[src/rtl/cpu_axi_bridge_if.sv]
// Core-side SRAM-like ports and the single-beat AXI3 master signals.
// master = bridge side; slave = core plus interconnect side.
interface cpu_axi_bridge_if;
  logic        inst_req;
  logic [31:0] inst_addr;
  logic        inst_addr_ok;
  logic        inst_data_ok;
  logic [31:0] inst_rdata;

  logic        data_req;
  logic        data_wr;
  logic [1:0]  data_size;
  logic [3:0]  data_wstrb;
  logic [31:0] data_addr;
  logic [31:0] data_wdata;
  logic        data_addr_ok;
  logic        data_data_ok;
  logic [31:0] data_rdata;

  logic [3:0]  arid;
  logic [31:0] araddr;
  logic [2:0]  arsize;
  logic        arvalid;
  logic        arready;

  logic [3:0]  rid;
  logic [31:0] rdata;
  logic        rvalid;
  logic        rready;

  logic [31:0] awaddr;
  logic [2:0]  awsize;
  logic        awvalid;
  logic        awready;

  logic [31:0] wdata;
  logic [3:0]  wstrb;
  logic        wvalid;
  logic        wready;

  logic        bvalid;
  logic        bready;

  modport master (
    input  inst_req,
    input  inst_addr,
    output inst_addr_ok,
    output inst_data_ok,
    output inst_rdata,
    input  data_req,
    input  data_wr,
    input  data_size,
    input  data_wstrb,
    input  data_addr,
    input  data_wdata,
    output data_addr_ok,
    output data_data_ok,
    output data_rdata,
    output arid,
    output araddr,
    output arsize,
    output arvalid,
    input  arready,
    input  rid,
    input  rdata,
    input  rvalid,
    output rready,
    output awaddr,
    output awsize,
    output awvalid,
    input  awready,
    output wdata,
    output wstrb,
    output wvalid,
    input  wready,
    input  bvalid,
    output bready
  );

  modport slave (
    output inst_req,
    output inst_addr,
    input  inst_addr_ok,
    input  inst_data_ok,
    input  inst_rdata,
    output data_req,
    output data_wr,
    output data_size,
    output data_wstrb,
    output data_addr,
    output data_wdata,
    input  data_addr_ok,
    input  data_data_ok,
    input  data_rdata,
    input  arid,
    input  araddr,
    input  arsize,
    input  arvalid,
    output arready,
    output rid,
    output rdata,
    output rvalid,
    input  rready,
    input  awaddr,
    input  awsize,
    input  awvalid,
    output awready,
    input  wdata,
    input  wstrb,
    input  wvalid,
    output wready,
    output bvalid,
    input  bready
  );
endinterface

[src/rtl/cpu_axi_bridge.sv]
// cpu_axi_bridge: inst/data SRAM-like ports to one AXI3 master, single beat.
// Optional perf counters enabled by BRIDGE_PERF_CNT_EN.
module cpu_axi_bridge #(
  parameter logic [3:0] ID_INST = 4'd0,
  parameter logic [3:0] ID_DATA = 4'd1
) (
  input  logic        clk,
  input  logic        reset,
`ifdef BRIDGE_PERF_CNT_EN
  output logic [31:0] perf_rd_cnt,
  output logic [31:0] perf_wr_cnt,
  output logic [31:0] perf_stall_cnt,
`endif
  cpu_axi_bridge_if.master bus
);

  typedef enum logic [1:0] {
    R_IDLE,
    R_AR,
    R_R
  } rstate_t;

  typedef enum logic [1:0] {
    W_IDLE,
    W_SEND,
    W_B
  } wstate_t;

  rstate_t     r_rst;
  logic [31:0] r_araddr;
  logic [3:0]  r_arid;
  logic [2:0]  r_arsize;
  logic        r_arvalid;
  logic        r_rready;
  logic        r_rd_data;

  wstate_t     r_wst;
  logic [31:0] r_awaddr;
  logic [2:0]  r_awsize;
  logic [31:0] r_wdata;
  logic [3:0]  r_wstrb;
  logic        r_awvalid;
  logic        r_wvalid;
  logic        r_bready;

  logic w_rd_idle;
  logic w_wr_idle;
  logic w_data_rd_cand;
  logic w_rd_data_acc;
  logic w_rd_inst_acc;
  logic w_rd_data_busy;
  logic w_wr_acc;
  logic w_r_hs;
  logic w_r_is_data;
  logic w_r_data;
  logic w_r_inst;
  logic w_b_hs;
  logic w_aw_hs;
  logic w_w_hs;
  logic w_aw_done;
  logic w_w_done;

  assign w_rd_idle = (r_rst == R_IDLE);
  assign w_wr_idle = (r_wst == W_IDLE);

  // Loads wait for any outstanding store to finish (no RAW forwarding).
  assign w_data_rd_cand = bus.data_req & ~bus.data_wr & w_wr_idle;

  assign w_rd_data_acc = w_rd_idle & w_data_rd_cand;
  assign w_rd_inst_acc = w_rd_idle & bus.inst_req
                       & ~w_data_rd_cand;

  assign w_rd_data_busy = ~w_rd_idle & r_rd_data;
  assign w_wr_acc = w_wr_idle & bus.data_req
                  & bus.data_wr & ~w_rd_data_busy;

  assign w_r_hs      = r_rready & bus.rvalid;
  assign w_r_is_data = (bus.rid == ID_DATA);
  assign w_r_data    = w_r_hs & w_r_is_data;
  assign w_r_inst    = w_r_hs & ~w_r_is_data;

  assign w_b_hs  = r_bready & bus.bvalid;
  assign w_aw_hs = r_awvalid & bus.awready;
  assign w_w_hs  = r_wvalid & bus.wready;

  assign w_aw_done = ~r_awvalid | w_aw_hs;
  assign w_w_done  = ~r_wvalid | w_w_hs;

  assign bus.inst_addr_ok = w_rd_inst_acc;
  assign bus.inst_data_ok = w_r_inst;
  assign bus.inst_rdata   = w_r_inst ? bus.rdata : '0;

  assign bus.data_addr_ok = w_rd_data_acc | w_wr_acc;
  assign bus.data_data_ok = w_r_data | w_b_hs;
  assign bus.data_rdata   = w_r_data ? bus.rdata : '0;

  assign bus.arid    = r_arid;
  assign bus.araddr  = r_araddr;
  assign bus.arsize  = r_arsize;
  assign bus.arvalid = r_arvalid;
  assign bus.rready  = r_rready;

  assign bus.awaddr  = r_awaddr;
  assign bus.awsize  = r_awsize;
  assign bus.awvalid = r_awvalid;
  assign bus.wdata   = r_wdata;
  assign bus.wstrb   = r_wstrb;
  assign bus.wvalid  = r_wvalid;
  assign bus.bready  = r_bready;

  always_ff @(posedge clk or posedge reset) begin
    if (reset) begin
      r_rst     <= R_IDLE;
      r_araddr  <= '0;
      r_arid    <= '0;
      r_arsize  <= '0;
      r_arvalid <= 1'b0;
      r_rready  <= 1'b0;
      r_rd_data <= 1'b0;
    end else begin
      unique case (r_rst)
        R_IDLE: begin
          if (w_rd_data_acc) begin
            r_araddr  <= bus.data_addr;
            r_arid    <= ID_DATA;
            r_arsize  <= {1'b0, bus.data_size};
            r_rd_data <= 1'b1;
            r_arvalid <= 1'b1;
            r_rst     <= R_AR;
          end else if (w_rd_inst_acc) begin
            r_araddr  <= bus.inst_addr;
            r_arid    <= ID_INST;
            r_arsize  <= 3'd2;
            r_rd_data <= 1'b0;
            r_arvalid <= 1'b1;
            r_rst     <= R_AR;
          end
        end
        R_AR: begin
          if (bus.arready) begin
            r_arvalid <= 1'b0;
            r_rready  <= 1'b1;
            r_rst     <= R_R;
          end
        end
        R_R: begin
          if (bus.rvalid) begin
            r_rready <= 1'b0;
            r_rst    <= R_IDLE;
          end
        end
        default: begin
          r_arvalid <= 1'b0;
          r_rready  <= 1'b0;
          r_rst     <= R_IDLE;
        end
      endcase
    end
  end

  // AW and W retire independently; B is awaited once both are done.
  always_ff @(posedge clk or posedge reset) begin
    if (reset) begin
      r_wst     <= W_IDLE;
      r_awaddr  <= '0;
      r_awsize  <= '0;
      r_wdata   <= '0;
      r_wstrb   <= '0;
      r_awvalid <= 1'b0;
      r_wvalid  <= 1'b0;
      r_bready  <= 1'b0;
    end else begin
      unique case (r_wst)
        W_IDLE: begin
          if (w_wr_acc) begin
            r_awaddr  <= bus.data_addr;
            r_awsize  <= {1'b0, bus.data_size};
            r_wdata   <= bus.data_wdata;
            r_wstrb   <= bus.data_wstrb;
            r_awvalid <= 1'b1;
            r_wvalid  <= 1'b1;
            r_wst     <= W_SEND;
          end
        end
        W_SEND: begin
          if (w_aw_hs) r_awvalid <= 1'b0;
          if (w_w_hs)  r_wvalid  <= 1'b0;
          if (w_aw_done & w_w_done) begin
            r_bready <= 1'b1;
            r_wst    <= W_B;
          end
        end
        W_B: begin
          if (bus.bvalid) begin
            r_bready <= 1'b0;
            r_wst    <= W_IDLE;
          end
        end
        default: begin
          r_awvalid <= 1'b0;
          r_wvalid  <= 1'b0;
          r_bready  <= 1'b0;
          r_wst     <= W_IDLE;
        end
      endcase
    end
  end

`ifdef BRIDGE_PERF_CNT_EN
  logic w_i_stall;
  logic w_d_stall;

  assign w_i_stall = bus.inst_req & ~w_rd_inst_acc;
  assign w_d_stall = bus.data_req & ~bus.data_addr_ok;

  // Stall count adds one per stalled port, so both stalling adds two.
  always_ff @(posedge clk or posedge reset) begin
    if (reset) begin
      perf_rd_cnt    <= '0;
      perf_wr_cnt    <= '0;
      perf_stall_cnt <= '0;
    end else begin
      if (w_r_hs) perf_rd_cnt <= perf_rd_cnt + 32'd1;
      if (w_b_hs) perf_wr_cnt <= perf_wr_cnt + 32'd1;
      perf_stall_cnt <= perf_stall_cnt
                      + {31'd0, w_i_stall}
                      + {31'd0, w_d_stall};
    end
  end
`endif

endmodule

[src/flat_wrapper.sv]
// flat-port wrapper written by rule: the top's interface ports become plain ports
module cpu_axi_bridge_flat 
#(
  parameter logic [3:0] ID_INST = 4'd0,
  parameter logic [3:0] ID_DATA = 4'd1
)
  (clk, reset, bus_inst_req, bus_inst_addr, bus_inst_addr_ok, bus_inst_data_ok, bus_inst_rdata, bus_data_req, bus_data_wr, bus_data_size, bus_data_wstrb, bus_data_addr, bus_data_wdata, bus_data_addr_ok, bus_data_data_ok, bus_data_rdata, bus_arid, bus_araddr, bus_arsize, bus_arvalid, bus_arready, bus_rid, bus_rdata, bus_rvalid, bus_rready, bus_awaddr, bus_awsize, bus_awvalid, bus_awready, bus_wdata, bus_wstrb, bus_wvalid, bus_wready, bus_bvalid, bus_bready);
  cpu_axi_bridge_if bus_i ();
  input  logic clk;
  input  logic reset;
  input wire logic [$bits(bus_i.inst_req)-1:0] bus_inst_req;
  input wire logic [$bits(bus_i.inst_addr)-1:0] bus_inst_addr;
  output wire logic [$bits(bus_i.inst_addr_ok)-1:0] bus_inst_addr_ok;
  output wire logic [$bits(bus_i.inst_data_ok)-1:0] bus_inst_data_ok;
  output wire logic [$bits(bus_i.inst_rdata)-1:0] bus_inst_rdata;
  input wire logic [$bits(bus_i.data_req)-1:0] bus_data_req;
  input wire logic [$bits(bus_i.data_wr)-1:0] bus_data_wr;
  input wire logic [$bits(bus_i.data_size)-1:0] bus_data_size;
  input wire logic [$bits(bus_i.data_wstrb)-1:0] bus_data_wstrb;
  input wire logic [$bits(bus_i.data_addr)-1:0] bus_data_addr;
  input wire logic [$bits(bus_i.data_wdata)-1:0] bus_data_wdata;
  output wire logic [$bits(bus_i.data_addr_ok)-1:0] bus_data_addr_ok;
  output wire logic [$bits(bus_i.data_data_ok)-1:0] bus_data_data_ok;
  output wire logic [$bits(bus_i.data_rdata)-1:0] bus_data_rdata;
  output wire logic [$bits(bus_i.arid)-1:0] bus_arid;
  output wire logic [$bits(bus_i.araddr)-1:0] bus_araddr;
  output wire logic [$bits(bus_i.arsize)-1:0] bus_arsize;
  output wire logic [$bits(bus_i.arvalid)-1:0] bus_arvalid;
  input wire logic [$bits(bus_i.arready)-1:0] bus_arready;
  input wire logic [$bits(bus_i.rid)-1:0] bus_rid;
  input wire logic [$bits(bus_i.rdata)-1:0] bus_rdata;
  input wire logic [$bits(bus_i.rvalid)-1:0] bus_rvalid;
  output wire logic [$bits(bus_i.rready)-1:0] bus_rready;
  output wire logic [$bits(bus_i.awaddr)-1:0] bus_awaddr;
  output wire logic [$bits(bus_i.awsize)-1:0] bus_awsize;
  output wire logic [$bits(bus_i.awvalid)-1:0] bus_awvalid;
  input wire logic [$bits(bus_i.awready)-1:0] bus_awready;
  output wire logic [$bits(bus_i.wdata)-1:0] bus_wdata;
  output wire logic [$bits(bus_i.wstrb)-1:0] bus_wstrb;
  output wire logic [$bits(bus_i.wvalid)-1:0] bus_wvalid;
  input wire logic [$bits(bus_i.wready)-1:0] bus_wready;
  input wire logic [$bits(bus_i.bvalid)-1:0] bus_bvalid;
  output wire logic [$bits(bus_i.bready)-1:0] bus_bready;
  assign bus_i.inst_req = bus_inst_req;
  assign bus_i.inst_addr = bus_inst_addr;
  assign bus_inst_addr_ok = bus_i.inst_addr_ok;
  assign bus_inst_data_ok = bus_i.inst_data_ok;
  assign bus_inst_rdata = bus_i.inst_rdata;
  assign bus_i.data_req = bus_data_req;
  assign bus_i.data_wr = bus_data_wr;
  assign bus_i.data_size = bus_data_size;
  assign bus_i.data_wstrb = bus_data_wstrb;
  assign bus_i.data_addr = bus_data_addr;
  assign bus_i.data_wdata = bus_data_wdata;
  assign bus_data_addr_ok = bus_i.data_addr_ok;
  assign bus_data_data_ok = bus_i.data_data_ok;
  assign bus_data_rdata = bus_i.data_rdata;
  assign bus_arid = bus_i.arid;
  assign bus_araddr = bus_i.araddr;
  assign bus_arsize = bus_i.arsize;
  assign bus_arvalid = bus_i.arvalid;
  assign bus_i.arready = bus_arready;
  assign bus_i.rid = bus_rid;
  assign bus_i.rdata = bus_rdata;
  assign bus_i.rvalid = bus_rvalid;
  assign bus_rready = bus_i.rready;
  assign bus_awaddr = bus_i.awaddr;
  assign bus_awsize = bus_i.awsize;
  assign bus_awvalid = bus_i.awvalid;
  assign bus_i.awready = bus_awready;
  assign bus_wdata = bus_i.wdata;
  assign bus_wstrb = bus_i.wstrb;
  assign bus_wvalid = bus_i.wvalid;
  assign bus_i.wready = bus_wready;
  assign bus_i.bvalid = bus_bvalid;
  assign bus_bready = bus_i.bready;
  cpu_axi_bridge #(.ID_INST(ID_INST), .ID_DATA(ID_DATA)) u_core (.clk(clk), .reset(reset), .bus(bus_i));
endmodule
[config.mk]
export PLATFORM = sky130hd
export DESIGN_NAME = cpu_axi_bridge_flat
export DESIGN_NICKNAME = d
export VERILOG_FILES = /design/src/rtl/cpu_axi_bridge_if.sv /design/src/rtl/cpu_axi_bridge.sv /design/src/flat_wrapper.sv
export SDC_FILE = /design/constraint.sdc
export NUM_CORES = 1
export LEC_CHECK = 0
export CAP_MARGIN = 20
export CORE_MARGIN = 5
export CORE_UTILIZATION = 34
export CTS_CLUSTER_DIAMETER = 40
export DETAILED_ROUTE_END_ITERATION = 6
export PLACE_DENSITY = 0.74
export SYNTH_ARGS = -nofsm -noshare
export SYNTH_HDL_FRONTEND = slang
export SYNTH_SLANG_ARGS = --single-unit
[constraint.sdc]
create_clock -name clk -period 3.3 [get_ports clk]
set_input_delay 0.495 -clock clk [delete_from_list [all_inputs] [get_ports clk]]
set_output_delay 0.495 -clock clk [all_outputs]
set_load 0.05 [all_outputs]
==> results.md, run 1 <==
* Status: complete, no violations
* Slew HR at 61.3%
* Cell count after synthesis at 396
* Area after DPL at roughly 9400 um^2
* Post-CTS Resized at 0
* HP Class: input pin to asynchronous set/reset pin
* First-pass GRT wire length at 27.7 mm
* Total GRT Usage at 19.9%
* Hold Buf Count CTS at 0
* Routability cong. at about 0.87
* Detailed-route wire length at approximately 18 mm
* Via count at 4348
* DRT Pass-1 Iters at 4
* Fin Setup TNS at 0 ns
* Fraction of layout cells with a size suffix above 1 at 33.2%
* Hold Fails Final Rpt at 0
* FF+latch count, synth at ~110
* Syn-to-layout area delta at 88.2%
* Clock Sinks at roughly 110
* Min Tclk post-route at 2.79 ns
* Vias per inst at 4.59
* Period utilisation layout at 84.7%
* Clock Path Buffers at 2
* Die height at 135 um
* Dpl hpwl at 14.9 mm
* CTS tree: built
* Gr ovfl total at 0
* WP data arrival at 2.30 ns
* MaxCap Viol Count at 0
* Setup CP Type: input pin to output pin
* Root Driver: clkbuf_16
* Htree depth at 4
* Max frequency at 0.358 GHz
* Starting Density at about a third
* Count of standard-cell rows at 45
* Initial drt markers at 122
* Worst vdd ir at 0.660 mV
* Leak at 0.00421 uW
* Clock Latency Late Sink at 0.40 ns
* Nets at approximately 870
* Core area at approximately 15000 um^2
* Die W at around 130 um
* R2R cell count at 4
* Synth unique cells at 32
* Post-DR wirelength/cell at between 15 and 20 um
* Worst EP required at 2.80 ns
* Max FO, Critical Path at 18
* Die area at 18200 um^2
* Synth Area per Inst at 13.4 um^2
* Sequential share of the synthesized area at 53.9%
* Yosys warning total at 0
* Initial antenna violation count at 1
* IO Count at roughly 330
* Fin. max-slew vios at 0
* Clk_skew at 0.00816 ns
* RSZ-0062 raised after global routing: no
* Final setup viols at 0
* PwrDens at 1070 nW/um^2
* Clk slew on worst S/H paths at 0.05 ns
* Mapped Area at 5290 um^2
* Slew @ Worst Pin at 0.579 ns
* DRC at 0
* TritonCTS buffer count at 17
* Startpoint Class: input pin
* Vias in the first global route at 4783
* IO buf count at 325
* Fillcell total at 1169
* Worst setup EP type: output pin
* Setup bufs post-CTS at 0
* Largest net degree at the start of global routing at 60
* ANT nets after route at 0
* Final Instance Area at 9950 um^2
[cell usage after synthesis]
cell / n / area [um^2]
a21bo_2: 1 / 10.0
buf_6: 4 / 45.0
dfrtp_1: 114 / 2850
nor2b_1: 1 / 6.26
and3_1: 1 / 6.26
a41o_1: 1 / 10.0
nand4_1: 1 / 6.26
buf_2: 5 / 25.0
or4_4: 1 / 11.3
o311ai_0: 1 / 8.76
inv_1: 5 / 18.8
a31oi_1: 1 / 6.26
a21o_1: 1 / 7.51
mux2_2: 120 / 1350
nor3b_2: 1 / 12.5
mux2_4: 15 / 225
nand3b_1: 1 / 7.51
buf_4: 6 / 45.0
a21oi_1: 1 / 5.00
nand4b_1: 1 / 8.76
nor3_1: 1 / 5.00
or3b_1: 1 / 8.76
and2_1: 64 / 400
conb_1: 1 / 3.75
nor2_1: 8 / 30.0
nand2_1: 13 / 48.8
clkbuf_1: 14 / 52.6
nor4b_1: 1 / 8.76
nand3_1: 1 / 5.00
nand2b_1: 2 / 12.5
mux2i_1: 1 / 10.0
o21ai_0: 7 / 35.0
[path summary, 6_finish.rpt]
path / end / slack (ns) / from
worst max register to register: u_core.bus.arsize[0] / 0.99 / u_core.r_wst[0]
min in group clk: u_core.bus.arvalid / 0.49 / u_core.bus.arvalid
worst min register to register: u_core.bus.arvalid / 0.49 / u_core.bus.arvalid
worst min-delay path: u_core.bus.wdata[10] / 0.46 / reset
max in group asynchronous: u_core.bus.awaddr[1] / 2.02 / reset
worst max-delay path: bus_data_addr_ok / 0.51 / bus_data_req
[critical path: stages]
cell and delay, ns:
clkdlybuf4s50_1 0.50, or3b_1 0.38, or4_4 0.59, nand2_1 0.18, buf_12 0.15
[report_power, final]
| group | switching [uW] | total, uW | leakage [uW] | internal [uW] |
|---|---|---|---|---|
| Combinational | 3870 | 6450 | 0.00261 | 2580 |
| Clock | 618 | 1660 | 0.000257 | 1040 |
| Sequential | 427 | 2550 | 0.00134 | 2120 |
| Total | 4920 | 10700 | 0.00421 | 5740 |
[metal layers]
metal | up-vias | wire [um] | track usage [%]
li1 | 2005 | - | -
met1 | 2101 | 6330 | 20.5
met2 | 204 | 9880 | 37.0
met3 | 38 | 1620 | 7.15
met4 | 0 | 442 | 7.18
met5 | - | 0 | 0
[sequential cells by signal, indices dropped and copies added, names as in the netlist]
signal,cells
u_core.bus.arsize,2
u_core.bus.awvalid,1
u_core.r_rst,2
u_core.bus.rready,1
u_core.bus.arvalid,1
u_core.bus.awaddr,32
u_core.bus.wstrb,4
u_core.r_wst,2
u_core.bus.awsize,2
u_core.bus.arid,1
u_core.bus.araddr,32
u_core.bus.bready,1
u_core.bus.wdata,32
u_core.bus.wvalid,1
[cell type report]
type | instances | area, um^2 | share of cell area, %
Inverter | 5 | 22.5 | 0.226
Antenna cell | 1 | 2.50 | 0.0251
Clock buffer | 20 | 447 | 4.49
Clock inverter | 11 | 90.1 | 0.905
Sequential cell | 114 | 2850 | 28.7
Multi-Input combinational cell | 252 | 2270 | 22.8
Timing Repair Buffer | 334 | 4000 | 40.2
Tap cell | 211 | 264 | 2.65
[placed cells by master, fill, tap and decap left out, drive strengths merged, types with 2 or more instances in the layout]
| cell type | count |
|---|---|
| and2 | 64 |
| buf | 76 |
| clkbuf | 20 |
| clkdlybuf4s50 | 258 |
| clkinv | 6 |
| clkinvlp | 5 |
| conb | 5 |
| dfrtp | 114 |
| inv | 4 |
| mux2 | 135 |
| nand2 | 13 |
| nand2b | 2 |
| nor2 | 8 |
| o21ai | 7 |
[cells by family after synthesis]
group                  after synthesis  share of synthesized area [%]
AO/OA/AOI/OAI                       13                           1.56
buffers and inverters               34                           3.52
flip-flops                         114                           53.9
multiplexers                       136                           30.0
other                                1                         0.0709
AND/OR/NAND/NOR                     98                           10.9
[metrics by stage]
stage / std cells / setup WS (ns) / hold WS (ns) / util, % / power [uW]
global route: 948 / 0.450 / 0.499 / 65.2 / 11100
global placement: 916 / 0.509 / 0.485 / 61.7 / 8950
detailed placement: 916 / 0.502 / 0.489 / 61.7 / 9080
CTS: 947 / 0.499 / 0.466 / 65.2 / 10800
floorplan: 400 / 0.753 / 0.477 / - / 6690
finish: 948 / 0.505 / 0.465 / 65.2 / 10700
Note: power is estimated with default switching activity, not from simulation.
==> inputs of run 2 (changes only) <==
Settings changed: CORE_UTILIZATION 34 to 37, PLACE_DENSITY 0.74 to 0.77.
Clock period 3.3 ns to 2.65 ns, I/O delays scaled along.
==> results.md, run 2 (synthesis gave the netlist of run 1 again) <==
* Slew HR at 52.8%
* Hold Fails Final Rpt at 0
* RSZ-0062 raised after global routing: no
* Via count at roughly 4.4k
* Initial antenna violation count at 3
* MaxCap Viol Count at 0
* ANT nets after route at 0
* Slowest stage cell, crit path: nor4b_1
* Gr ovfl total at 0
* Count of standard-cell rows at 43
* Root Driver: clkbuf_16
* WP data arrival at 2.08 ns
* Dpl hpwl at 15.3 mm
* DRC at 0
* Largest net degree at the start of global routing at 55
* Worst EP required at 2.25 ns
* Core area at 13900 um^2
* Hold Buf Count CTS at 0
* WP buf/inv at 3
* IO Count at around 330
* Clock Latency Late Sink at 0.42 ns
* Vias in the first global route at just under 5k
* Die height at 130 um
* CTS tree: built
* Max frequency at around 0.4 GHz
* Post-DR wirelength/cell at between 20 and 25 um
* DRT Pass-1 Iters at 4
* Final Instance Area at 10000 um^2
* IO buf count at 325
* Fillcell total at slightly below 1k
* Starting Density at 38.0%
* Status: complete, no violations
* Crit path max-delay family: simple AND/OR/NAND/NOR gates
* First-pass GRT wire length at 27.9 mm
* PwrDens at between 1000 and 1500 nW/um^2
* Setup CP Type: input pin to output pin
* Final core utilization at 72.1%
* Initial drt markers at 142
* Syn-to-layout area delta at 89.8%
* Commonest non-fill, non-tap cell in the layout: clkdlybuf4s50_1
* Max FO, Critical Path at 28
* Critical path origin: bus_rid[1]
* Leak at between 0.004 and 0.005 uW
* Most frequent cell on the critical path: buf_12
* Die W at 130 um
* Htree depth at 4
* Final non-filler cell total at 922
* Vias per inst at roughly 4.7
* Nets at approximately 900
* HP Class: input pin to asynchronous set/reset pin
* Detailed-route wire length at 18.8 mm
* Min Tclk post-route at between 2 and 2.5 ns
* Final setup viols at 0
* Worst path max stage delay at 0.45 ns
* Startpoint Class: input pin
* Fraction of layout cells with a size suffix above 1 at about a third
* Worst vdd ir at 1.04 mV
* Period utilisation layout at between 90% and 100%
* Setup bufs post-CTS at 0
* Fin Setup TNS at 0 ns
* Fin. max-slew vios at 0
* Area after DPL at 9410 um^2
* Clk_skew at 0.00479 ns
* Most frequent cells in the layout: clkdlybuf4s50_1, mux2_2, dfrtp_1
* Critical path cell sequence: clkdlybuf4s50_1 -> nor4b_1 -> and3_1 -> buf_12 -> and2_1 -> buf_12
* Clock Path Buffers at 2
* Worst setup EP type: output pin
* Total GRT Usage at 22.2%
* Slew @ Worst Pin at 0.709 ns
* Die area at 16800 um^2
* RR Startpoint: u_core.r_wst[0]
* Clk slew on worst S/H paths at around 0.050 ns
* Clock Sinks at about 110
* Post-CTS Resized at 0
* Routability cong. at 1.04
* Inst Count DP at 887
* Fin Hold WS at about 0.44 ns
* TritonCTS buffer count at 17
-- run 2: cell count changes in the layout (fill, tap and decap cells not counted), sizes merged --
| cell | delta |
|---|---|
| clkinv | -1 |
| clkinvlp | -3 |
| clkdlybuf4s50 | -1 |
| clkbuf | +2 |
| diode | +2 |
| bufinv | +3 |
| buf | +3 |
-- run 2: worst paths after layout --
| kind | end | slack (ns) | cells after the start |
|---|---|---|---|
| setup / recovery | bus_data_rdata[29] | 0.17 | 6 |
| hold / removal | u_core.bus.wdata[16] | 0.44 | 2 |
| setup reg to reg | u_core.bus.araddr[7] | 0.59 | 4 |
| hold reg to reg | u_core.bus.wstrb[2] | 0.50 | 1 |
| max in group asynchronous | u_core.bus.rready | 1.56 | 3 |
| min in group clk | u_core.bus.wstrb[2] | 0.50 | 1 |
-- run 2: cell type report --
cell class              instances  area [um^2]  area share, %
clock inverters                10          156           1.56
well taps                     180          225           2.24
multi-input cells             252         2270           22.6
repair buffers                336         4040           40.2
inverters                       5         22.5          0.224
clock buffers                  22          464           4.62
diodes                          3         7.51         0.0748
flip-flops and latches        114         2850           28.4
-- run 2: layer usage --
| metal | GRT usage, % | share of wire [%] | vias up |
|---|---|---|---|
| li1 | - | - | 2015 |
| met1 | 21.0 | 33 | 2118 |
| met2 | 42.1 | 54 | 206 |
| met3 | 8.49 | 10 | 30 |
| met4 | 9.47 | 2.7 | 0 |
| met5 | 0 | 0 | - |
-- run 2: stage by stage --
stage          worst slack, ns  power (uW)
2_1_floorplan            0.200        8330
3_3_place_gp             0.209       11100
3_5_place_dp             0.176       11300
4_1_cts                  0.179       13700
5_1_grt                 0.0890       14200
6_report                 0.169       13600
-- run 2: where the power goes --
group / leakage, uW / internal [uW] / switching (uW)
registers: 0.00134 / 2640 / 538
clock network: 0.000304 / 1610 / 775
logic: 0.00263 / 3220 / 4830
total: 0.00427 / 7480 / 6140
==> inputs of run 3 (changes only) <==
Settings changed: GPL_TIMING_DRIVEN set to 0.
==> results.md, run 3 (synthesis gave the netlist of run 1 again) <==
* IO Count at 331
* Setup WS post-layout at -0.0460 ns
* Post-DR wirelength/cell at 20.8 um
* Nets at ~900
* Total GRT Usage at 23.5%
* Setup CP Type: flip-flop to output pin
* Syn-to-layout area delta at 78.8%
* Final setup viols at 1
* DRT Pass-1 Iters at 4
* Worst path max stage delay at 0.45 ns
* Max frequency at 0.371 GHz
* Routability cong. at 1.04
* Initial antenna violation count at 4
* Dpl hpwl at roughly 16 mm
* Root Driver: clkbuf_16
* Startpoint Class: flip-flop
* Vias in the first global route at 4978
* Fraction of layout cells with a size suffix above 1 at 34.4%
* Status: complete, but fails checks
* Max FO, Critical Path at 10
* Slew @ Worst Pin at 0.694 ns
* Clock Latency Late Sink at 0.40 ns
* Commonest non-fill, non-tap cell in the layout: clkdlybuf4s50_1
* Clock Sinks at 114
* RSZ-0062 raised after global routing: yes
* Clk_skew at 0.00613 ns
* TritonCTS buffer count at 17
* Via count at 4493
* Htree depth at 4
* CTS tree: built
* Fillcell total at 1076
* Final core utilization at 67.9%
* Most frequent cells in the layout: clkdlybuf4s50_1, mux2_2, dfrtp_1
* Slowest stage cell, crit path: or4_4
* Critical path cell sequence: buf_6 -> or3b_1 -> or4_4 -> buf_12 -> buf_6 -> nand2_2 -> buf_8
* Count of standard-cell rows at 43
* ANT nets after route at 0
* Die area at 16800 um^2
* Most frequent cell on the critical path: buf_6
* Largest net degree at the start of global routing at 37
* DRC at 0
* PwrDens at 1430 nW/um^2
* Failing checks: setup timing
* Die height at 130 um
* Vias per inst at 4.74
* Hold Fails Final Rpt at 0
* Worst vdd ir at just under 1 mV
* Starting Density at 38.0%
* WP data arrival at 2.30 ns
* Core area at 13900 um^2
* Worst setup EP type: output pin
* First-pass GRT wire length at 29.5 mm
* Min Tclk post-route at 2.70 ns
* Initial drt markers at 90
* Detailed-route wire length at 19.8 mm
* Gr ovfl total at 0
* Die W at 130 um
* Clk slew on worst S/H paths at ~0.050 ns
* Slew HR at between 50% and 60%
* Leak at 0.00418 uW
* IO buf count at about 330
* Clock Path Buffers at 2
* Period utilisation layout at 102%
* Final Instance Area at 9460 um^2
* Area after DPL at ~9000 um^2
* Worst EP required at 2.25 ns
* Fin. max-slew vios at 0
* MaxCap Viol Count at 0
* HP Class: input pin to asynchronous set/reset pin
* Hold Buf Count CTS at 0
## run 3: cell types whose count changed in the layout (fill, tap and decap cells not counted), sizes merged, moves of 2 or more
cell and change:
clkdlybuf4s15 +29, buf -26, clkbuf +15, dlygate4sd2 +7
clkinv -2
## run 3: power by group
| part | internal, uW | switching [uW] | leakage, uW |
|---|---|---|---|
| Combinational | 3060 | 4880 | 0.00253 |
| Clock | 1690 | 771 | 0.000315 |
| Sequential | 2640 | 490 | 0.00134 |
## run 3: layout make-up
cell class,instances,area [um^2],share of cell area (%)
Antenna cell,4,10.0,0.106
Buffer,29,185,1.96
Clock buffer,23,498,5.26
Clock inverter,9,150,1.59
Inverter,5,22.5,0.238
Multi-Input combinational cell,252,2290,24.2
Sequential cell,114,2850,30.2
Tap cell,180,225,2.38
Timing Repair Buffer,332,3230,34.1
## run 3: final timing paths
path	start	end	slack, ns	cells after the start
max	u_core.r_wst[0]	bus_data_addr_ok	-0.05	7
min	reset	u_core.bus.wdata[15]	0.39	2
max reg2reg	u_core.r_rst[0]	u_core.bus.araddr[4]	0.18	5
min reg2reg	u_core.bus.wvalid	u_core.bus.wvalid	0.50	2
max in group asynchronous	reset	u_core.bus.araddr[28]	1.25	5
min in group clk	u_core.bus.wvalid	u_core.bus.wvalid	0.50	2
## run 3: worst max-delay path, delay by kind of cell, from the launching register on
kind | cells | cell delay [ns]
buffers and inverters | 4 | 0.58
DFF | 1 | 0.37
and+or+nand+nor | 3 | 0.93
## run 3: per-stage QoR
step | instances | setup WS (ns) | TNS, ns | hold slack [ns] | total power [uW]
6_report | 948 | -0.0460 | -0.0460 | 0.391 | 13500
5_1_grt | 948 | -0.108 | -0.108 | 0.438 | 14100
4_1_cts | 941 | -0.125 | -0.125 | 0.391 | 13600
3_5_place_dp | 908 | -0.797 | -41.29 | 0.489 | 11100
3_3_place_gp | 905 | -0.806 | -64.84 | 0.487 | 11000
2_1_floorplan | 400 | 0.200 | 0 | 0.477 | 8330
## run 3: routing by layer
layer / track usage, % / vias up / wire [um]
li1: - / 2077 / -
met1: 23.6 / 2170 / 6670
met2: 42.2 / 215 / 10300
met3: 9.89 / 31 / 2090
met4: 10.5 / 0 / 663
met5: 0 / - / 0
## run 3: repair_timing
item,in CTS,in global routing
setup endpoints to repair,67,41
endpoints found under the hold margin,0,0
setup buffers,1,3
resized for setup,226,42
pin swaps,1,0
